File: src/rtl/grid_reader_pkg.sv
// Shared placement definitions: data width, empty-cell marker, the reader
// FSM state encoding and a node-range helper used by the placement engine.
package placement_pkg;

  localparam int DW = 32;

  localparam logic signed [DW-1:0] EMPTY = -1;

  typedef enum logic [3:0] {
    IDLE,
    GRD_RD,
    GRD_WT,
    POS_RD,
    POS_WT,
    CHECK,
    EMIT,
    NEXT,
    DONE
  } state_e;

  // A node id only addresses the position RAMs when it lies in 0..nv-1.
  function automatic logic node_in_range(input logic signed [DW-1:0] node,
                                         input int nv);
    return (node >= 0) && (node < nv);
  endfunction

endpackage

File: src/rtl/grid_reader_if.sv
// Bundle of the grid reader's memory ports and its output tuple stream.
// The master side is the reader; the slave side is the RAMs plus consumer.
interface grid_reader_if #(
  parameter int DW = 32
);

  logic                 grid_re;
  logic signed [DW-1:0] grid_addr;
  logic signed [DW-1:0] grid_dout;

  logic                 px_re;
  logic                 py_re;
  logic signed [DW-1:0] px_addr;
  logic signed [DW-1:0] py_addr;
  logic signed [DW-1:0] px_dout;
  logic signed [DW-1:0] py_dout;

  logic                 out_valid;
  logic                 out_ready;
  logic signed [DW-1:0] out_node;
  logic signed [DW-1:0] out_x;
  logic signed [DW-1:0] out_y;
  logic                 out_err;

  modport master (
    output grid_re, grid_addr, px_re, py_re, px_addr, py_addr,
           out_valid, out_node, out_x, out_y, out_err,
    input  grid_dout, px_dout, py_dout, out_ready
  );

  modport slave (
    input  grid_re, grid_addr, px_re, py_re, px_addr, py_addr,
           out_valid, out_node, out_x, out_y, out_err,
    output grid_dout, px_dout, py_dout, out_ready
  );

endinterface

File: src/rtl/grid_reader_cursor.sv
// Grid cursor: tracks the current (x,y) cell and its linear address x*N+y,
// stepping y fastest and flagging the final cell of the grid.
module grid_cursor #(
  parameter int N  = 6,
  parameter int DW = placement_pkg::DW
) (
  input  logic                 clk,
  input  logic                 reset,
  input  logic                 clear_i,
  input  logic                 step_i,
  output logic signed [DW-1:0] x_o,
  output logic signed [DW-1:0] y_o,
  output logic signed [DW-1:0] cell_o,
  output logic                 last_o
);
  import placement_pkg::*;

  localparam logic signed [DW-1:0] LastIdx = DW'(N - 1);

  logic signed [DW-1:0] x_q;
  logic signed [DW-1:0] y_q;
  logic signed [DW-1:0] cell_q;

  // Walk the grid in address order; clear wins over step.
  always_ff @(posedge clk or negedge reset) begin
    if (!reset) begin
      x_q    <= '0;
      y_q    <= '0;
      cell_q <= '0;
    end else if (clear_i) begin
      x_q    <= '0;
      y_q    <= '0;
      cell_q <= '0;
    end else if (step_i) begin
      cell_q <= cell_q + DW'(1);
      if (y_q == LastIdx) begin
        y_q <= '0;
        x_q <= x_q + DW'(1);
      end else begin
        y_q <= y_q + DW'(1);
      end
    end
  end

  assign x_o    = x_q;
  assign y_o    = y_q;
  assign cell_o = cell_q;
  assign last_o = (x_q == LastIdx) && (y_q == LastIdx);

endmodule

File: src/rtl/grid_reader.sv
// Grid reader: scans every grid cell, looks up the position of each placed
// node and emits (node, x, y, err) tuples flagging misplaced or bad nodes.
// Note: reset is asynchronous and active-low.
module grid_reader #(
  parameter int N  = 6,
  parameter int NV = 9,
  parameter int DW = placement_pkg::DW
) (
  input  logic                 clk,
  input  logic                 reset,
  input  logic                 start_i,
  output logic                 busy_o,
  output logic                 done_o,
  output logic signed [DW-1:0] placed_count_o,
  output logic                 err_sticky_o,
  grid_reader_if.master        bus
);
  import placement_pkg::*;

  localparam logic signed [DW-1:0] EmptyCell = DW'(EMPTY);

  state_e               state_q;
  logic signed [DW-1:0] node_q;
  logic signed [DW-1:0] px_q;
  logic signed [DW-1:0] py_q;
  logic                 grid_re_q;
  logic signed [DW-1:0] grid_addr_q;
  logic                 pos_re_q;
  logic signed [DW-1:0] pos_addr_q;
  logic                 out_valid_q;
  logic signed [DW-1:0] out_node_q;
  logic signed [DW-1:0] out_x_q;
  logic signed [DW-1:0] out_y_q;
  logic                 out_err_q;
  logic signed [DW-1:0] placed_q;
  logic                 err_sticky_q;
  logic                 busy_q;
  logic                 done_q;

  logic                 cur_clear;
  logic                 cur_step;
  logic signed [DW-1:0] cur_x;
  logic signed [DW-1:0] cur_y;
  logic signed [DW-1:0] cur_cell;
  logic                 cur_last;

  assign cur_clear = (state_q == IDLE) && start_i;
  assign cur_step  = (state_q == NEXT) && !cur_last;

  grid_cursor #(
    .N  (N),
    .DW (DW)
  ) u_cursor (
    .clk     (clk),
    .reset   (reset),
    .clear_i (cur_clear),
    .step_i  (cur_step),
    .x_o     (cur_x),
    .y_o     (cur_y),
    .cell_o  (cur_cell),
    .last_o  (cur_last)
  );

  // Scan FSM; every output is a register loaded on the edge entering the state that shows it.
  always_ff @(posedge clk or negedge reset) begin
    if (!reset) begin
      state_q      <= IDLE;
      node_q       <= '0;
      px_q         <= '0;
      py_q         <= '0;
      grid_re_q    <= 1'b0;
      grid_addr_q  <= '0;
      pos_re_q     <= 1'b0;
      pos_addr_q   <= '0;
      out_valid_q  <= 1'b0;
      out_node_q   <= '0;
      out_x_q      <= '0;
      out_y_q      <= '0;
      out_err_q    <= 1'b0;
      placed_q     <= '0;
      err_sticky_q <= 1'b0;
      busy_q       <= 1'b0;
      done_q       <= 1'b0;
    end else begin
      case (state_q)
        IDLE: begin
          if (start_i) begin
            placed_q     <= '0;
            err_sticky_q <= 1'b0;
            busy_q       <= 1'b1;
            grid_re_q    <= 1'b1;
            grid_addr_q  <= '0;
            state_q      <= GRD_RD;
          end
        end
        GRD_RD: begin
          grid_re_q <= 1'b0;
          state_q   <= GRD_WT;
        end
        GRD_WT: begin
          node_q <= bus.grid_dout;
          if (bus.grid_dout == EmptyCell) begin
            state_q <= NEXT;
          end else begin
            placed_q <= placed_q + DW'(1);
            if (node_in_range(bus.grid_dout, NV)) begin
              pos_re_q   <= 1'b1;
              pos_addr_q <= bus.grid_dout;
            end
            state_q <= POS_RD;
          end
        end
        POS_RD: begin
          pos_re_q <= 1'b0;
          if (pos_re_q) begin
            state_q <= POS_WT;
          end else begin
            out_node_q  <= node_q;
            out_x_q     <= EmptyCell;
            out_y_q     <= EmptyCell;
            out_err_q   <= 1'b1;
            out_valid_q <= 1'b1;
            state_q     <= EMIT;
          end
        end
        POS_WT: begin
          px_q    <= bus.px_dout;
          py_q    <= bus.py_dout;
          state_q <= CHECK;
        end
        CHECK: begin
          out_node_q  <= node_q;
          out_x_q     <= px_q;
          out_y_q     <= py_q;
          out_err_q   <= !((px_q == cur_x) && (py_q == cur_y));
          out_valid_q <= 1'b1;
          state_q     <= EMIT;
        end
        EMIT: begin
          if (bus.out_ready) begin
            out_valid_q  <= 1'b0;
            err_sticky_q <= err_sticky_q | out_err_q;
            state_q      <= NEXT;
          end
        end
        NEXT: begin
          if (cur_last) begin
            busy_q  <= 1'b0;
            done_q  <= 1'b1;
            state_q <= DONE;
          end else begin
            grid_re_q   <= 1'b1;
            grid_addr_q <= cur_cell + DW'(1);
            state_q     <= GRD_RD;
          end
        end
        DONE: begin
          done_q  <= 1'b0;
          state_q <= IDLE;
        end
        default: begin
          state_q <= IDLE;
        end
      endcase
    end
  end

  assign bus.grid_re   = grid_re_q;
  assign bus.grid_addr = grid_addr_q;
  assign bus.px_re     = pos_re_q;
  assign bus.py_re     = pos_re_q;
  assign bus.px_addr   = pos_addr_q;
  assign bus.py_addr   = pos_addr_q;
  assign bus.out_valid = out_valid_q;
  assign bus.out_node  = out_node_q;
  assign bus.out_x     = out_x_q;
  assign bus.out_y     = out_y_q;
  assign bus.out_err   = out_err_q;

  assign busy_o         = busy_q;
  assign done_o         = done_q;
  assign placed_count_o = placed_q;
  assign err_sticky_o   = err_sticky_q;

endmodule
File: src/flat_wrapper.sv
// flat-port wrapper written by rule: the top's interface ports become plain ports
module grid_reader_flat import placement_pkg::*;
#(
  parameter int N  = 6,
  parameter int NV = 9,
  parameter int DW = placement_pkg::DW
)
  (clk, reset, start_i, busy_o, done_o, placed_count_o, err_sticky_o, bus_grid_re, bus_grid_addr, bus_px_re, bus_py_re, bus_px_addr, bus_py_addr, bus_out_valid, bus_out_node, bus_out_x, bus_out_y, bus_out_err, bus_grid_dout, bus_px_dout, bus_py_dout, bus_out_ready);
  grid_reader_if #(.DW(DW)) bus_i ();
  input  logic clk;
  input  logic reset;
  input  logic start_i;
  output logic busy_o;
  output logic done_o;
  output logic signed [DW-1:0] placed_count_o;
  output logic err_sticky_o;
  output wire logic [$bits(bus_i.grid_re)-1:0] bus_grid_re;
  output wire logic [$bits(bus_i.grid_addr)-1:0] bus_grid_addr;
  output wire logic [$bits(bus_i.px_re)-1:0] bus_px_re;
  output wire logic [$bits(bus_i.py_re)-1:0] bus_py_re;
  output wire logic [$bits(bus_i.px_addr)-1:0] bus_px_addr;
  output wire logic [$bits(bus_i.py_addr)-1:0] bus_py_addr;
  output wire logic [$bits(bus_i.out_valid)-1:0] bus_out_valid;
  output wire logic [$bits(bus_i.out_node)-1:0] bus_out_node;
  output wire logic [$bits(bus_i.out_x)-1:0] bus_out_x;
  output wire logic [$bits(bus_i.out_y)-1:0] bus_out_y;
  output wire logic [$bits(bus_i.out_err)-1:0] bus_out_err;
  input wire logic [$bits(bus_i.grid_dout)-1:0] bus_grid_dout;
  input wire logic [$bits(bus_i.px_dout)-1:0] bus_px_dout;
  input wire logic [$bits(bus_i.py_dout)-1:0] bus_py_dout;
  input wire logic [$bits(bus_i.out_ready)-1:0] bus_out_ready;
  assign bus_grid_re = bus_i.grid_re;
  assign bus_grid_addr = bus_i.grid_addr;
  assign bus_px_re = bus_i.px_re;
  assign bus_py_re = bus_i.py_re;
  assign bus_px_addr = bus_i.px_addr;
  assign bus_py_addr = bus_i.py_addr;
  assign bus_out_valid = bus_i.out_valid;
  assign bus_out_node = bus_i.out_node;
  assign bus_out_x = bus_i.out_x;
  assign bus_out_y = bus_i.out_y;
  assign bus_out_err = bus_i.out_err;
  assign bus_i.grid_dout = bus_grid_dout;
  assign bus_i.px_dout = bus_px_dout;
  assign bus_i.py_dout = bus_py_dout;
  assign bus_i.out_ready = bus_out_ready;
  grid_reader #(.N(N), .NV(NV), .DW(DW)) u_core (.clk(clk), .reset(reset), .start_i(start_i), .busy_o(busy_o), .done_o(done_o), .placed_count_o(placed_count_o), .err_sticky_o(err_sticky_o), .bus(bus_i));
endmodule
File: config.mk
export PLATFORM = sky130hd
export DESIGN_NAME = grid_reader_flat
export DESIGN_NICKNAME = d
export VERILOG_FILES = /design/src/rtl/grid_reader_pkg.sv /design/src/rtl/grid_reader_if.sv /design/src/rtl/grid_reader_cursor.sv /design/src/rtl/grid_reader.sv /design/src/flat_wrapper.sv
export SDC_FILE = /design/constraint.sdc
export NUM_CORES = 1
export LEC_CHECK = 0
export ABC_AREA = 1
export CAP_MARGIN = 20
export CORE_ASPECT_RATIO = 1.2
export CORE_MARGIN = 2
export CORE_UTILIZATION = 35
export DETAILED_ROUTE_END_ITERATION = 10
export PLACE_DENSITY = 0.6
export RECOVER_POWER = 25
export SYNTH_ARGS = -nofsm -noshare
export SYNTH_HDL_FRONTEND = slang
export SYNTH_SLANG_ARGS = --single-unit
File: constraint.sdc
create_clock -name clk -period 5.6 [get_ports clk]
set_clock_uncertainty 0.05 [all_clocks]
set_input_delay 1.12 -clock clk [delete_from_list [all_inputs] [get_ports clk]]
set_output_delay 1.12 -clock clk [all_outputs]
set_load 0.01 [all_outputs]
# ---- Word level (Yosys, flattened, before mapping)
# Cells that the tools add are included.
dict set report word_totals {
  regBits 395
  input_bits 100
  output_inout_bits 232
  elab_cells 119
}
dict set report classes {
  add_sub_neg 4
  order_cmp 2
  eq_ne 20
  muxes 41
  n_bitwise 2
  n_reduce_logical 30
}
# operator count
set ops {}
lappend ops {{32-bit two-way mux} 13}
lappend ops {{32-bit one-hot mux with 2 select lines} 5}
lappend ops {{32-bit by 2-bit adder with 32-bit output (second input constant)} 4}
lappend ops {{32-bit equality test} 2}
lappend ops {{32-bit by 4-bit equality test with 1-bit output (second input constant)} 2}
lappend ops {{32-bit by 1-bit equality test with 1-bit output (second input constant)} 1}
lappend ops {{32-bit by 1-bit greater-or-equal comparator with 1-bit output (second input constant)} 1}
lappend ops {{32-bit by 5-bit < comparator with 1-bit output (second input constant)} 1}
lappend ops {{4-bit one-hot mux with 8 select lines} 1}
lappend ops {{3-bit AND reduction} 8}
lappend ops {{4-bit by 3-bit equality test with 1-bit output (second input constant)} 4}
lappend ops {{2-bit nonzero test} 8}
lappend ops {{4-bit two-way mux} 3}
lappend ops {{1-bit two-way mux} 10}
lappend ops {{2-bit != test (second input constant)} 5}
lappend ops {{1-bit one-hot mux with 2 select lines} 5}
lappend ops {{4-bit by 2-bit equality test with 1-bit output (second input constant)} 2}
lappend ops {{2-bit AND reduction} 4}
lappend ops {{1-bit one-hot mux with 3 select lines} 2}
lappend ops {{3-bit nonzero test} 2}
lappend ops {{1-bit logical AND} 5}
lappend ops {{4-bit by 1-bit equality test with 1-bit output (second input constant)} 1}
lappend ops {{4-bit equality test (second input constant)} 1}
lappend ops {{4-bit logical NOT} 1}
lappend ops {{other kinds (6)} 8}

# ---- Longest topological paths before layout
dict set report logic_depth {
  ltp_word 6
  depth_mapped 16
  depth_no_buf 14
}

# ---- By module
# Synthesis repeated with hierarchy kept, for this count alone.
dict set report hier_totals {
  hier_cells 2727
  hier_area_um2 20794.9
}
# module n_inst cells_per_inst area_each_um2 seq_area_each_um2
set by_module_without_submodules {}
lappend by_module_without_submodules {grid_reader 1 1687 14320.0 7482.2}
lappend by_module_without_submodules {grid_cursor 1 1040 6475.0 2402.3}

# ---- Worst setup path before layout
# No wires, ideal clock.
dict set report synth_path {
  kind {input to register}
  from {input bus_grid_dout[27]}
  to {register u_core.pos_addr_q[11], in the netlist u_core.bus.px_addr[11]}
  setup_ps 120
  arrival_ps 2264
  required_ps 5430
  setup_slack_ps 3166
  stages 8
  n_path_buf 1
  cell_sequence {inv_1 nand4_1 nor3_1 nand3_1 or2_2 nor2_2 buf_2 nor2_1}
}
dict set report synth_between {
  elab_chain_len 3
  word_cells_on_any_way 6
  cone_classes {order compare: 2; eq/ne: 1; bitwise: 1; reduce/logical: 2}
}
# item line
set synth_rtl {}
lappend synth_rtl {{start: declaration} flat_wrapper.sv:28} ;# input wire logic [$bits(bus_i.grid_dout)-1:0] bus_grid_dout;
lappend synth_rtl {{32-bit by 1-bit greater-or-equal comparator with 1-bit output (tied with other cells)} grid_reader_pkg.sv:24} ;# return (node >= 0) && (node < nv);
lappend synth_rtl {{1-bit logical AND or 1-bit NOT (tied branches)} n/a}
lappend synth_rtl {{3-bit AND reduction (no source line) *} n/a}
lappend synth_rtl {{end signal: assignment} grid_reader.sv:108} ;# pos_addr_q <= bus.grid_dout;
lappend synth_rtl {{end: declaration} grid_reader.sv:29} ;# logic signed [DW-1:0] pos_addr_q;
# Mark *: on every way between the ends. The rest lies on a longest branch, timed or not.
# A chain may end at the register's enable or synchronous reset.

# ---- Final worst setup path
dict set report layout_path {
  from {register u_core.u_cursor.x_q[0], in the netlist u_core.u_cursor.x_o[0]}
  to {register u_core.grid_addr_q[28], in the netlist u_core.bus.grid_addr[28]}
}
dict set report layout_between {
  elab_chain_len 4
}
# item line
set layout_rtl {}
lappend layout_rtl {{start: declaration} grid_reader_cursor.sv:20} ;# logic signed [DW-1:0] x_q;
lappend layout_rtl {{start signal: assignment} grid_reader_cursor.sv:38} ;# x_q <= x_q + DW'(1);
lappend layout_rtl {{32-bit by 4-bit equality test with 1-bit output} grid_reader_cursor.sv:48} ;# assign last_o = (x_q == LastIdx) && (y_q == LastIdx);
lappend layout_rtl {{1-bit logical AND} grid_reader_cursor.sv:48}
lappend layout_rtl {{2-bit != test (no source line)} n/a}
lappend layout_rtl {{3-bit AND reduction (no source line)} n/a}
lappend layout_rtl {{end signal: assignment} grid_reader.sv:153} ;# grid_addr_q <= cur_cell + DW'(1);
lappend layout_rtl {{end: declaration} grid_reader.sv:27} ;# logic signed [DW-1:0] grid_addr_q;
# Every way passes these cells.

==> metrics.txt <==
status=finished with violations; violated checks=max-capacitance violations, max-slew violations; Die Y=268 um; final instance area=25500 um2; Net Count, Synth=2835; number of synthesized register bits=395; Clock Path Buffers=3; number of global-route vias before repair=18.5k; Final min period=3570 ps; final worst slack=2030 ps; total CTS buffers=45; Slew HR=-67.6%; Worst Path Required=6060 ps; CP max-delay cell=inv_2; clock slew at reported path FFs=60 ps; Die Area=60000 um2; DR iter-0 viols=1485; CORE AREA=57300 um2; post-route clock period utilization=63.7%; Final TNS setup=0 ps; count leader, synth=nand2_1; post-synthesis async set-or-reset flop share=100%; hold path start=u_core.bus.out_node[17]; first-pass GRT wire length=106000 um; register area share after synthesis=48.7%; Residual DRC=0; grt ovf=0; max capacitance violation total=1; Max Freq=280 MHz; syn_area_per_cell=7.44 um2; reg2reg start=u_core.u_cursor.x_o[0]; library cells used by synthesis=34; Post-synth EDFFs=0; Row Count=96; critical-path cell list=ha_1 > nand2_1 > inv_1 > nand2_1 > nor2_1 > nand2_1 > nor2_1 > nand2_2 > nand2_4 > nand2_4 > inv_2 > nand2_1 > nand2_1; WS Path Type=flip-flop to flip-flop; CTS tree=built; CP arrival=4030 ps; final antenna-violating net count=0; I/O pin count=332; YS warnings=0; wire per inst=18.3 um; CP max stage delay=940 ps; CTS root buf=clkbuf_16; Leakage=0.0117 uW; largest net degree at the start of global routing=150; RSZ-0062 raised after global routing=false; Crit Path Max Fanout=62; initial antenna violation count=8; Die Wd=224 um; pwr/cell area=507 nW/um2; area share of the largest cell type after synthesis=48.7%; DR vias/cell=4.93; Peak VDD IR=0.264 mV; H-tree depth=2; Hold Buf Count CTS=0; Worst Setup SP=u_core.u_cursor.x_o[0]; Initial Utilization=35.4%; Area contributors post-synth=dfrtp_1, nand2_1, nor2_1, inv_1, nand3_1; startpoint types=flip-flop; layout cell share with drive strength beyond 1=4.73%; Vias=18.5k; placed cell area=23900 um2; synth cell count leaders=nand2_1, nor2_1, dfrtp_1, inv_1, nand3_1; Post-CTS Resized=0; DRT Pass-1 Iters=6; Buf+Inv Stages, Crit Path=2; hpwl dp=51000 um; total power=12900 uW; HP Class=flip-flop to flip-flop; post-synthesis instance total=2729; Port Buffers=331; crit-path most repeated cell=nand2_1; final hold viol count=0; Post-CTS Setup Inserts=0; routability congestion estimate=0.951; Setup WS pre-CTS=1830 ps; cell family with most CP delay=simple AND/OR/NAND/NOR gates; Nets=3096; cell taking the most area after synthesis=dfrtp_1; clock latency on the worst-skew pair=590 ps; DRT Wirelength=68800 um; Mapped Area=20300 um2; final core utilization=44.4%; max-slew violation count=91; slew at the pin with the worst max-slew slack=2510 ps; Finish-stage setup viols=0; CTS Sinks=395; Main synth FF type=dfrtp_1; Synth-to-Final Area Change=25.4%; total global-route track usage=22.8%; CP Capture Type=flip-flop
-- layer usage --
layer | routed length, um | up-vias | share of wire, % | global-route usage, %
met4 | 2790 | 14 | 4.0 | 9.08
met3 | 5130 | 156 | 7.4 | 6.31
li1 | - | 9006 | - | -
met2 | 33300 | 550 | 48 | 38.9
met1 | 27600 | 8801 | 40 | 27.2
met5 | 91 | - | 0.13 | 0
-- worst paths after layout --
path,to,slack (ps),depth (start not counted)
max in group asynchronous,u_core.u_cursor.cell_o[3],2440,2
worst min register to register,u_core.bus.out_node[17],420,2
worst max register to register,u_core.bus.grid_addr[28],2030,13
worst max-delay path,u_core.bus.grid_addr[28],2030,13
worst min-delay path,u_core.bus.out_node[17],420,2
min in group asynchronous,u_core.placed_count_o[14],1200,1
-- per-stage QoR --
| stage | instances | hold slack (ps) |
|---|---|---|
| after floorplan | 2729 | 392 |
| after global placement | 3676 | 405 |
| after detailed placement | 3677 | 407 |
| after CTS | 3757 | 423 |
| after global routing | 3759 | 435 |
| final | 3761 | 419 |
-- placed cells by master, fill, tap and decap left out, types with 10 or more instances in the layout --
cell,netlist,layout
nand2_1,905,904
nor2_1,425,423
dfrtp_1,395,395
clkdlybuf4s50_1,0,330
inv_1,269,269
nand3_1,163,163
o21ai_0,110,110
a21oi_1,86,86
nor3_1,54,54
clkbuf_16,0,45
xor2_1,40,40
mux2_2,24,24
o22a_1,24,24
nand4_1,22,22
xnor2_1,21,21
buf_4,33,10
-- cell type report --
type,count,area [um2]
clock buffers,62,1280
fillers,5748,31800
well taps,735,920
repair buffers,345,3470
multi-input cells,1926,8630
diodes,3,7.51
clock inverters,18,228
inverters,277,1040
flip-flops and latches,395,9880
-- report_power, final --
part	total, uW	switching, uW	internal (uW)	leakage, uW
combinational	4870	2930	1940	0.00623
sequential	4990	1090	3900	0.00476
clock	3050	1260	1790	0.000725
total	12900	5270	7630	0.0117
-- tightest hold or removal path: cells and delay by family, from the launching register on --
| kind | cells | cell delay, ps |
|---|---|---|
| DFF | 1 | 340 |
| and+or+nand+nor | 2 | 100 |
-- cell families after synthesis --
| family | Yosys count | share of synthesized area, % |
|---|---|---|
| AO/OA/AOI/OAI | 243 | 6.63 |
| buffers and inverters | 408 | 8.89 |
| XOR/XNOR | 61 | 2.63 |
| adder cells (fa/ha/maj) | 6 | 0.370 |
| multiplexers | 24 | 1.33 |
| flip-flops | 395 | 48.7 |
| AND/OR/NAND/NOR | 1592 | 31.5 |
No activity file was read; power rests on OpenSTA's default activity.
==> variant 1, RTL diff (same settings) <==
`DW` is set to 32 in 2 places; all go to 28.
--- a/src/rtl/grid_reader_pkg.sv
+++ b/src/rtl/grid_reader_pkg.sv
@@ -3,5 +3,5 @@
 package placement_pkg;
 
-  localparam int DW = 32;
+  localparam int DW = 28;
 
   localparam logic signed [DW-1:0] EMPTY = -1;
--- a/src/rtl/grid_reader_if.sv
+++ b/src/rtl/grid_reader_if.sv
@@ -2,5 +2,5 @@
 // The master side is the reader; the slave side is the RAMs plus consumer.
 interface grid_reader_if #(
-  parameter int DW = 32
+  parameter int DW = 28
 );
 
Interface: changed (10 resized); port bits go from 332 to 292. The function was not compared with the original's and may differ.
==> variant 1 against the unedited design <==
The flow still finishes with violations (capacitance limit, slew limit). Sequential cell count decreased by 48. Sequential share of layout area rose by 0.13 points. Utilization fell by 0.15 points. Wire length down 17%. Worst setup slack worse by 0.086 ns. Cell area decreased by 12%. Synthesized area fell by 12%. Clock power shrank 12%. Sequential power fell by 14%. Global-route usage down 1.0 points. Total power down 14%. Critical endpoint is now u_core.u_cursor.x_o[22]. Highest routed layer is now met4.
==> variant 1: results (changes against the unedited design) <==
| Metric | Value |
|---|---|
| CP Max Fanout | 61 (was 62) |
| Highest routed layer | met4 (was met5) |
| Gp weighted congestion | 0.940 (was 0.951) |
| Initial antenna violation count | 1 (was 8) |
| Sequential power share | 38.9% (was 38.7%) |
| Failing checks | capacitance limit, slew limit (unchanged) |
| Share of post-route cells with drive strength above 1 | 6.62% (was 4.73%) |
| Detailed placement HPWL | 40.8 mm (was 51.0 mm) |
| Total CTS buffers | 40 (was 45) |
| DR iter-0 viols | 985 (was 1485) |
| Worst EP arrival | 4.05 ns (was 4.03 ns) |
| Outcome | complete, but fails checks (unchanged) |
| First-pass iteration count of the detailed router | 7 (was 6) |
| M1 wire length | 24.9 mm (was 27.6 mm) |
| Combinational power | 4080 uW (was 4870 uW) |
| Routed length on met2 | 28.5 mm (was 33.3 mm) |
| FILL cells | 5036 (was 5748) |
| Total number of vias | 15.5k (was 18.5k) |
| Synth cell types | 43 (was 34) |
| Max-Cap Viols | 1 (unchanged) |
| Slew HR | -92.3% (was -67.6%) |
| Internal power | 6680 uW (was 7630 uW) |
| Post-DP Area | 21000 sq um (was 23900 sq um) |
| Global-route wire length before repair | 90.1 mm (was 106 mm) |
| Seq/Total Area, Yosys | 48.7% (about the same) |
| Largest net degree at the start of global routing | 110 (was 150) |
| Max-slew violation count | 108 (was 91) |
| Final #Nets | 2555 (was 3096) |
| All-Layer GR Usage | 21.7% (was 22.8%) |
[variant 1: cell count changes after synthesis, moves of 12 or more]
cell     change
nand3_2     +12
a21oi_1     -59
dfrtp_1     -48
inv_1       -87
nor3_1      -37
nor2_1     -103
o21ai_0     -47
nand4_1     +15
o22a_1      +32
nand2_1    -225
xor2_1      +26
[variant 1: cells by family (layout without fill, tap and decap cells)]
kind of cell	count (synthesis)	in the layout	share of synthesized area, %
AND/OR/NAND/NOR	1267	1267	29.6
flip-flops	347	347	48.7
buffers and inverters	319	563	8.03
AO/OA/AOI/OAI	190	190	7.02
XOR/XNOR	83	83	4.07
multiplexers	35	35	2.21
adder cells (fa/ha/maj)	6	6	0.421
other	0	1	0
[variant 1: layer usage]
metal	up-vias	track usage, %
met5	-	0
met4	0	6.69
met3	78	3.26
met2	348	37.2
met1	7539	28.3
li1	7536	-
[variant 1: cell type report]
type	instances	area, sq um	share of cell area, %
Clock buffer	51	1070	4.81
Tap cell	644	806	3.62
Multi-Input combinational cell	1581	7750	34.8
Clock inverter	21	256	1.15
Timing Repair Buffer	301	3010	13.5
Inverter	190	713	3.20
Sequential cell	347	8680	39.0
Antenna cell	1	2.50	0.0112
[variant 1: stage by stage]
| step | setup slack, ns | instances | utilization (%) | hold slack (ns) | total power, uW |
|---|---|---|---|---|---|
| 6_report | 1.95 | 3136 | 44.3 | 0.417 | 11100 |
| 5_1_grt | 1.47 | 3136 | 44.3 | 0.434 | 11800 |
| 4_1_cts | 1.96 | 3135 | 44.3 | 0.422 | 11200 |
| 3_5_place_dp | 1.83 | 3063 | 41.7 | 0.408 | 8460 |
| 3_3_place_gp | 1.88 | 3063 | 41.7 | 0.405 | 8380 |
| 2_1_floorplan | 3.31 | 2247 | - | 0.399 | 6630 |
[variant 1: final timing paths]
check                                            start                   endpoint  slack, ns  cells past startpoint
min in group asynchronous                        reset  u_core.placed_count_o[24]       1.43                      1
max in group asynchronous                        reset       u_core.bus.out_x[25]       2.13                      2
worst max-delay path            u_core.u_cursor.x_o[0]    u_core.u_cursor.x_o[22]       1.95                     13
worst min register to register    u_core.bus.out_valid       u_core.bus.out_valid       0.42                      2
worst max register to register  u_core.u_cursor.x_o[0]    u_core.u_cursor.x_o[22]       1.95                     13
worst min-delay path              u_core.bus.out_valid       u_core.bus.out_valid       0.42                      2
[variant 1: worst max-delay path: stages (launching register included)]
cell	delay [ns]
dfrtp_1	0.51
ha_1	0.20
nand2_1	0.05
inv_1	0.06
nand2_1	0.05
nor2_1	0.08
nand2_1	0.06
nor2_2	0.27
nand2_4	0.15
nand2_4	0.55
nand2_2	0.79
buf_4	0.51
nand3_2	0.09
nand2_1	0.08
==> variant 2, RTL diff (config.mk and constraints unchanged) <==
Made on the original files. The 9 states of `state_e` get a Gray code encoding in 4 bits.
--- a/src/rtl/grid_reader_pkg.sv
+++ b/src/rtl/grid_reader_pkg.sv
@@ -8,13 +8,13 @@
 
   typedef enum logic [3:0] {
-    IDLE,
-    GRD_RD,
-    GRD_WT,
-    POS_RD,
-    POS_WT,
-    CHECK,
-    EMIT,
-    NEXT,
-    DONE
+    IDLE   = 4'b0000,
+    GRD_RD = 4'b0001,
+    GRD_WT = 4'b0011,
+    POS_RD = 4'b0010,
+    POS_WT = 4'b0110,
+    CHECK  = 4'b0111,
+    EMIT   = 4'b0101,
+    NEXT   = 4'b0100,
+    DONE   = 4'b1100
   } state_e;
 
Function: same outputs for any inputs over 4 cycles, from zero or initial values and one cycle with reset low; so few cycles prove little.
==> variant 2 against the unedited design <==
The flow still finishes with violations (capacitance limit, slew limit). Worst setup slack lost 0.29 ns. Worst hold slack gained 0.0026 ns. Highest routed layer is now met4. Sequential cell count is the same. Cell area shrank 0.30%. Largest cell class unchanged. Total power shrank 10%. Combinational power shrank 17%. Global-route usage shrank 0.97 points. Synthesized area is essentially flat. Critical path type is now in2async. Wire length shrank 4.6%.
==> variant 2: results (changes against the unedited design) <==
| Metric | Value |
|---|---|
| Clock-pin slew on the worst setup and hold paths | 0.06 ns (about the same) |
| Vias per cell | 4.92 (was 4.93) |
| Xor/xnor share of the synthesized area | 3.41% (was 2.63%) |
| WL per Instance | 17.8 microns (was 18.3 microns) |
| Initial antenna violation count | 0 (was 8) |
| Worst-skew pair later-pin latency | 0.58 ns |
| Hold WC Path Type | reg2reg (unchanged) |
| Synth async-reset ratio | 100% (unchanged) |
| Top post-synthesis cells by count | nand2_1, nor2_1, dfrtp_1 (unchanged) |
| Failing checks | capacitance limit, slew limit (unchanged) |
| Largest family of logic cells by synthesized area | simple AND/OR/NAND/NOR gates (unchanged) |
| Post-DP Area | 23900 sq um (about the same) |
| Pre-CTS setup slack | 1.73 ns (was 1.83 ns) |
| Max VDD drop | 0.255 mV (was 0.264 mV) |
| Global-route wire length before repair | 103 mm (was 106 mm) |
| Max-Cap Viols | 2 (was 1) |
| Gp weighted congestion | 0.942 (was 0.951) |
| Worst EP arrival | 3.85 ns (was 4.03 ns) |
| Max-slew violation count | 151 (was 91) |
| Syn Nets | 2784 (was 2835) |
| Synth cell types | 36 (was 34) |
| Seq/Total Area, Yosys | 48.7% (about the same) |
| Lkg Pwr | 0.0116 uW (was 0.0117 uW) |
| Detailed placement HPWL | 48.8 mm (was 51.0 mm) |
| Outcome | complete, but fails checks (unchanged) |
| Post-synthesis mux area share | 1.72% (was 1.33%) |
| Slowest cell on the critical path | clkbuf_2 (was inv_2) |
| Adder-Cell Fraction of Synth Area | 0.370% (about the same) |
| First-pass iteration count of the detailed router | 8 (was 6) |
| CP Max Fanout | 109 (was 62) |
| Compound-Gate Fraction of Synth Area | 6.22% (was 6.63%) |
| Antenna diodes | 0 (was 3) |
| DR iter-0 viols | 1256 (was 1485) |
| Max stage delay on crit path | 2.05 ns (was 0.94 ns) |
| Synth top area cells | dfrtp_1, nand2_1, nor2_1, inv_1, nand3_1 (unchanged) |
| All-Layer GR Usage | 21.8% (was 22.8%) |
| Routed WL | 65.7 mm (was 68.8 mm) |
| Slew HR | -91.9% (was -67.6%) |
| Crit path max-delay family | buffers and inverters (was simple AND/OR/NAND/NOR gates) |
| Syn Inst Count | 2678 (was 2729) |
| Placed Cells | 3613 (was 3677) |
| Share of post-route cells with drive strength above 1 | 4.90% (was 4.73%) |
| Largest net degree at the start of global routing | 110 (was 150) |
| Final #Nets | 3031 (was 3096) |
| Vias in the first global route | 18.1k (was 18.5k) |
[variant 2: cell type report]
type	instances	area [sq um]
fill	5831	31900
sequential	395	9880
multi-input combinational	1900	8760
timing repair buffer	349	3470
clock buffer	63	1310
tap	735	920
inverter	234	878
clock inverter	17	170
[variant 2: metrics by stage]
stage               utilization (%)  power (uW)
detailed placement             41.8        8760
CTS                            44.3       11800
global placement               41.7        8670
floorplan                         -        6960
finish                         44.3       11600
global route                   44.3       12400
[variant 2: final timing paths]
check | startpoint | endpoint | slack (ns) | cells past startpoint
min in group asynchronous | reset | u_core.bus.px_addr[18] | 0.47 | 1
hold reg to reg | u_core.node_q[5] | u_core.bus.out_node[5] | 0.42 | 2
setup / recovery | reset | u_core.bus.out_valid | 1.74 | 2
max in group clk | bus_grid_dout[25] | u_core.placed_count_o[15] | 2.34 | 9
hold / removal | u_core.node_q[5] | u_core.bus.out_node[5] | 0.42 | 2
setup reg to reg | u_core.u_cursor.y_o[0] | u_core.bus.grid_addr[24] | 2.44 | 10
[variant 2: per-layer routing]
| layer | share of wire [%] | routed length, microns | vias up | track usage [%] |
|---|---|---|---|---|
| li1 | - | - | 8849 | - |
| met1 | 42 | 27700 | 8723 | 27.2 |
| met2 | 50 | 33100 | 512 | 39.2 |
| met3 | 4.9 | 3200 | 95 | 3.19 |
| met4 | 2.6 | 1730 | 0 | 6.34 |
| met5 | 0 | 0 | - | 0 |
[variant 2: kinds of logic after synthesis]
logic type / Yosys count
compound gates: 200
xor+xnor: 79
fa+ha+maj: 6
buf+inv: 383
flops: 395
mux: 31
simple gates: 1584
[variant 2: where the power goes]
| group | switching, uW | total, uW | internal (uW) |
|---|---|---|---|
| sequential | 922 | 4640 | 3720 |
| combinational | 2380 | 4030 | 1640 |
| clock | 1210 | 2930 | 1720 |
